==> src/rtl/maze_pkg.sv <==
// Shared encodings and defaults for the maze game controller.
package maze_pkg;
   localparam int MAP_BITS      = 361;
   localparam int NUM_BASE_DEF  = 9;
   localparam int LEVEL_MAX_DEF = 5;

   localparam logic [1:0] STATE_WELCOME = 2'd0;
   localparam logic [1:0] STATE_MAP     = 2'd1;
   localparam logic [1:0] STATE_WIN     = 2'd2;

   typedef enum logic [2:0] {
      S_WELCOME, S_LOAD, S_PLAY, S_CHECK, S_COMMIT, S_WIN
   } fsm_t;

   typedef enum logic [1:0] {DIR_UP, DIR_DOWN, DIR_LEFT, DIR_RIGHT} dir_t;

   function automatic logic [4:0] num_for_level(input logic [2:0] lvl, input int base);
      return 5'(base + 2 * int'(lvl));
   endfunction
endpackage

==> src/rtl/maze_move_check.sv <==
// Move datapath: latches the target block, registers its map index and
// bounds flag, and reports whether the target is a reachable road block.
module maze_move_check
   import maze_pkg::*;
(
   input  logic                vga_clk,
   input  logic                rst_sys_n,
   input  logic                load_en,
   input  logic [1:0]          dir,
   input  logic                check_en,
   input  logic [4:0]          x,
   input  logic [4:0]          y,
   input  logic [4:0]          num,
   input  logic [MAP_BITS-1:0] map,
   output logic [4:0]          tx,
   output logic [4:0]          ty,
   output logic [8:0]          idx,
   output logic                legal
);
   logic in_bounds_q;

   always_ff @(posedge vga_clk) begin
      if (!rst_sys_n) begin
         tx          <= 5'd1;
         ty          <= 5'd1;
         idx         <= '0;
         in_bounds_q <= 1'b0;
      end else begin
         if (load_en) begin
            // Stepping below zero wraps to 31, which the bounds test rejects.
            case (dir)
               DIR_UP:    begin tx <= x;         ty <= y - 5'd1; end
               DIR_DOWN:  begin tx <= x;         ty <= y + 5'd1; end
               DIR_LEFT:  begin tx <= x - 5'd1;  ty <= y;        end
               default:   begin tx <= x + 5'd1;  ty <= y;        end
            endcase
         end
         if (check_en) begin
            idx         <= 9'(ty) * 9'(num) + 9'(tx);
            in_bounds_q <= (tx < num) && (ty < num);
         end
      end
   end

   assign legal = in_bounds_q && (idx < 9'(MAP_BITS)) && map[idx];
endmodule

==> src/rtl/maze_game_ctrl.sv <==
// Maze game sequencer: screen state, level progression, map loading and
// player movement. All outputs are registered.
//
//   state     | meaning
//   S_WELCOME | title screen, waiting for key_start
//   S_LOAD    | map_req issued, waiting for map_valid
//   S_PLAY    | map shown, waiting for a direction pulse
//   S_CHECK   | target index and bounds being registered
//   S_COMMIT  | move applied if legal, goal test
//   S_WIN     | win screen, waiting for key_start
module maze_game_ctrl
   import maze_pkg::*;
#(
   parameter int LEVEL_MAX = LEVEL_MAX_DEF,
   parameter int NUM_BASE  = NUM_BASE_DEF
) (
   input  logic                vga_clk,
   input  logic                rst_sys_n,
   input  logic                key_start,
   input  logic                key_up,
   input  logic                key_down,
   input  logic                key_left,
   input  logic                key_right,
   output logic                map_req,
   input  logic                map_valid,
   input  logic [MAP_BITS-1:0] map_in,
   output logic [MAP_BITS-1:0] map,
   output logic [1:0]          state,
   output logic [2:0]          level,
   output logic [4:0]          num,
   output logic [4:0]          x_index,
   output logic [4:0]          y_index,
   output logic [9:0]          move_count
);
   fsm_t       fsm;
   dir_t       dir;
   logic       key_dir;
   logic [4:0] tx, ty;
   logic [8:0] idx;
   logic       legal;

   always_comb begin
      key_dir = key_up | key_down | key_left | key_right;
      dir     = DIR_RIGHT;
      if (key_up)        dir = DIR_UP;
      else if (key_down) dir = DIR_DOWN;
      else if (key_left) dir = DIR_LEFT;
   end

   maze_move_check u_move_check (
      .vga_clk   (vga_clk),
      .rst_sys_n (rst_sys_n),
      .load_en   ((fsm == S_PLAY) && key_dir),
      .dir       (dir),
      .check_en  (fsm == S_CHECK),
      .x         (x_index),
      .y         (y_index),
      .num       (num),
      .map       (map),
      .tx        (tx),
      .ty        (ty),
      .idx       (idx),
      .legal     (legal)
   );

   always_ff @(posedge vga_clk) begin
      if (!rst_sys_n) begin
         fsm        <= S_WELCOME;
         state      <= STATE_WELCOME;
         level      <= 3'd0;
         num        <= num_for_level(3'd0, NUM_BASE);
         map        <= '0;
         x_index    <= 5'd1;
         y_index    <= 5'd1;
         move_count <= 10'd0;
         map_req    <= 1'b0;
      end else begin
         map_req <= 1'b0;
         case (fsm)
            S_WELCOME: begin
               if (key_start) begin
                  fsm     <= S_LOAD;
                  level   <= 3'd0;
                  num     <= num_for_level(3'd0, NUM_BASE);
                  map_req <= 1'b1;
               end
            end
            S_LOAD: begin
               // state keeps the previous screen until the new map is in.
               if (map_valid) begin
                  map        <= map_in;
                  x_index    <= 5'd1;
                  y_index    <= 5'd1;
                  move_count <= 10'd0;
                  state      <= STATE_MAP;
                  fsm        <= S_PLAY;
               end
            end
            S_PLAY: begin
               if (key_dir) fsm <= S_CHECK;
            end
            S_CHECK: fsm <= S_COMMIT;
            S_COMMIT: begin
               fsm <= S_PLAY;
               if (legal) begin
                  x_index <= tx;
                  y_index <= ty;
                  if (move_count != 10'h3ff) move_count <= move_count + 10'd1;
                  if ((tx == num - 5'd2) && (ty == num - 5'd2)) begin
                     fsm   <= S_WIN;
                     state <= STATE_WIN;
                  end
               end
            end
            S_WIN: begin
               if (key_start) begin
                  if (level == 3'(LEVEL_MAX)) begin
                     level <= 3'd0;
                     num   <= num_for_level(3'd0, NUM_BASE);
                     state <= STATE_WELCOME;
                     fsm   <= S_WELCOME;
                  end else begin
                     level   <= level + 3'd1;
                     num     <= num_for_level(level + 3'd1, NUM_BASE);
                     map_req <= 1'b1;
                     fsm     <= S_LOAD;
                  end
               end
            end
            default: fsm <= S_WELCOME;
         endcase
      end
   end
endmodule

==> config.mk <==
export PLATFORM = sky130hd
export DESIGN_NAME = maze_game_ctrl
export DESIGN_NICKNAME = d
export VERILOG_FILES = /design/src/rtl/maze_pkg.sv /design/src/rtl/maze_move_check.sv /design/src/rtl/maze_game_ctrl.sv
export SDC_FILE = /design/constraint.sdc
export NUM_CORES = 1
export LEC_CHECK = 0
export ABC_AREA = 1
export CORE_AREA = 2 2 300 302
export DETAILED_ROUTE_END_ITERATION = 6
export DIE_AREA = 0 0 302 304
export SYNTH_ARGS = -nofsm -noshare
export SYNTH_HDL_FRONTEND = slang
export SYNTH_SLANG_ARGS = --single-unit
==> constraint.sdc <==
create_clock -name vga_clk -period 10.6 [get_ports vga_clk]
set_input_delay 1.06 -clock vga_clk [delete_from_list [all_inputs] [get_ports vga_clk]]
set_output_delay 1.06 -clock vga_clk [all_outputs]
set_load 0.01 [all_outputs]
==> metrics.md <==
| Metric | Value |
|---|---|
| Outcome | `completed` |
| #FFs+latches synth | `411` |
| Final setup violation count | `0` |
| Most common cell in the netlist | `nor2_1` |
| Pwr per Cell Area | `271 nW/um^2` |
| Fin crit share | `0.461` |
| Clk sinks | `411` |
| First-pass GRT wire length | `137,000 microns` |
| Least-Margin Pin Slew | `1.11 ns` |
| Critical Path RT | `11.05 ns` |
| Max transition margin | `0.257` |
| Critical Path Source Type | `flip-flop` |
| Setup tns final | `0 ns` |
| Area leader, netlist | `dfxtp_1` |
| Vias per cell | `4.60` |
| Worst Clk Skew | `0.0240 ns` |
| CP max FO | `56` |
| Initial core utilization | `0.220` |
| 1st-iter DRT viols | `1,648` |
| Clock slew at reported path FFs | `0.06 ns` |
| Core area | `89,000 sq um` |
| Max clock buf depth | `3` |
| Design Power | `8050 uW` |
| Met2 global-route usage | `0.333` |
| Final slew viol count | `0` |
| Root buffer cell | `clkbuf_16` |
| Depth of the worst hold-timing path | `2` |
| Min-Delay Path Class | `reg -> reg` |
| End of the worst hold path | `state[0]` |
| Worst VDD drop | `0.231 mV` |
| Post-Syn Nets | `3,288` |
| Crit Path Category | `reg -> reg` |
| Post-CTS repair timing setup buffer count | `0` |
| Hold path start | `state[0]` |
| Largest net degree at the start of global routing | `170` |
| Port bufs | `759` |
| Number of synthesized flops with an enable pin | `0` |
| RR Startpoint | `u_move_check.idx[0]` |
| Met3 usage | `0.0515` |
| RSZ-0062 raised after global routing | `false` |
| Reg-to-Reg End | `y_index[2]` |
| Final hold vios | `0` |
| Multi-input gate area | `9780 sq um` |
| Nets | `3,910` |
| Busiest layer in global routing | `met2` |
| Die Span Y | `304 microns` |
| Lkg Pwr | `0.0114 uW` |
| Post-route ant nets | `0` |
| Crit. End Element | `flip-flop` |
| Total number of vias | `21,680` |
| Syn. warnings | `0` |
| Cell Area, Synth | `19,600 sq um` |
| Clk Latency, worst-skew pair | `0.60 ns` |
| CTS tree | `yes` |
| Drt pass-1 iters | `6` |
| Top FF cell, synth | `dfxtp_1` |
| Initial antenna violation count | `16` |
| Sequential share of the synthesized area | `0.419` |
| Synth unique cells | `35` |
| Mean Syn Cell Area | `6.85 sq um` |
| Post-CTS resize count | `0` |
| Cell Count, Final, Fillers Out | `4,711` |
| Met1 Resource Use GR | `0.238` |
| Post-CTS Hold Buffers | `0` |
| Register area | `8240 sq um` |
| Layout cells sized above 1 | `0.0343` |
| Final core utilization | `0.333` |
| Mapped Cells | `2,864` |
| DIE WIDTH | `302 microns` |
| # IOs | `761` |
| Routability cong. | `0.856` |
| Reg2Reg Depth | `20` |
| DR DRC count | `0` |
| Setup crit start | `u_move_check.idx[0]` |
| Arrival time at the worst endpoint | `5.34 ns` |
| Top post-synthesis cells by area | `dfxtp_1, nor2_1, o21ai_0, nand2_1, nand3_1` |
| Total GRT Usage | `0.197` |
| Top-area cell type share of the netlist area | `0.419` |
| Top post-synthesis cells by count | `nor2_1, o21ai_0, dfxtp_1, nand2_1, nand3_1` |
| R2R Setup Slk | `5.71 ns` |
| Congestion Overflow GR | `0` |
| Ys async rst share | `0` |
| FILL cells | `9,516` |
| H-tree Lvls | `2` |
| F_max | `205 MHz` |
| Max-cap violations | `0` |
| TritonCTS buffer count | `52` |
| Full die area | `91,800 sq um` |
| DP HPWL | `67,500 microns` |
| Vias in the first global route | `20,717` |
| DR WL/cell | `20.0 microns` |
| Tmin final | `4.89 ns` |
| Row cnt | `110` |
| P&R area growth vs syn | `51.3%` |
| Dpl cells | `4,608` |
| Final wirelength | `94,300 microns` |
## area by class of cell
type,count,share of cell area
inverters,181,0.0234
clock buffers,75,0.0508
flip-flops and latches,411,0.278
multi-input cells,2060,0.329
well taps,1176,0.0496
diodes,7,0.000590
repair buffers,780,0.262
clock inverters,21,0.00649
## sequential cells by signal, summed over array words and instances (netlist names)
signal	count
map	361
move_count	10
u_move_check.idx	9
u_move_check.tx	5
u_move_check.ty	5
x_index	5
y_index	5
fsm	3
level	2
num	2
state	2
map_req	1
u_move_check.in_bounds_q	1
## critical path, cell delays in order, from the launching register on
cell	delay, ns
dfxtp_4	0.53
inv_6	0.37
buf_4	0.60
buf_4	0.63
nand2_1	0.10
nand3_1	0.10
nand3_1	0.09
nand2_1	0.10
nand2_1	0.05
nand3_1	0.11
nand3_1	0.17
nand2_1	0.17
nand3_1	0.16
nand2_1	0.16
nand2_1	0.08
nand2_1	0.13
nand2_1	0.10
nand2_2	0.37
nand3_2	0.30
nand2_1	0.16
a21oi_1	0.07
## worst max-delay path by stage
stage                                     end  slack, ns  cells past startpoint
after detailed placement             map[164]       5.66                     11
after CTS                          y_index[2]       5.70                     20
after floorplan           u_move_check.idx[7]       6.95                     16
after global routing               y_index[1]       5.23                     20
after global placement               map[123]       5.70                     11
final                              y_index[2]       5.71                     20
## placed cells by master (no fill, tap or decap), drive strengths merged, types with 9 or more instances in the layout
cell type,synthesis,routed
a211oi,9,9
a21oi,158,158
buf,86,22
clkbuf,126,75
clkdlybuf4s50,0,758
clkinv,2,16
dfxtp,411,411
fa,15,15
ha,40,40
inv,179,181
nand2,359,359
nand3,214,214
nand4,20,20
nor2,703,703
o211ai,20,20
o21ai,464,464
o221ai,11,11
xnor2,9,9
xor2,14,14
## per-stage QoR
step | hold slack, ns | worst slack [ns] | instance area, sq um
after floorplan | 0.483 | 6.95 | 19600
after global placement | 0.451 | 5.70 | 28000
after detailed placement | 0.458 | 5.66 | 28000
after CTS | 0.467 | 5.70 | 29700
after global routing | 0.482 | 5.23 | 29700
final | 0.462 | 5.71 | 29700
## logic make-up (layout without fill, tap and decap cells)
kind of cell | count (synthesis) | count (layout) | share of synthesized area
AND/OR/NAND/NOR | 1307 | 1307 | 0.268
buffers and inverters | 393 | 1057 | 0.0830
XOR/XNOR | 23 | 23 | 0.0103
flip-flops | 411 | 411 | 0.419
AO/OA/AOI/OAI | 674 | 674 | 0.179
other | 1 | 8 | 0.000191
adder cells (fa/ha/maj) | 55 | 55 | 0.0408
## power breakdown
| part | leakage [uW] | internal (uW) | switching (uW) | total (uW) |
|---|---|---|---|---|
| logic | 0.00717 | 1510 | 2320 | 3840 |
| registers | 0.00339 | 2010 | 418 | 2420 |
| clock network | 0.000837 | 1040 | 748 | 1790 |
| total | 0.0114 | 4560 | 3490 | 8050 |
## layer usage
| metal | routed length (microns) | vias to the layer above |
|---|---|---|
| li1 | - | 10619 |
| met1 | 38600 | 10015 |
| met2 | 44500 | 873 |
| met3 | 7740 | 163 |
| met4 | 3390 | 10 |
| met5 | 66 | - |
Power figures use the tool's default switching activity.
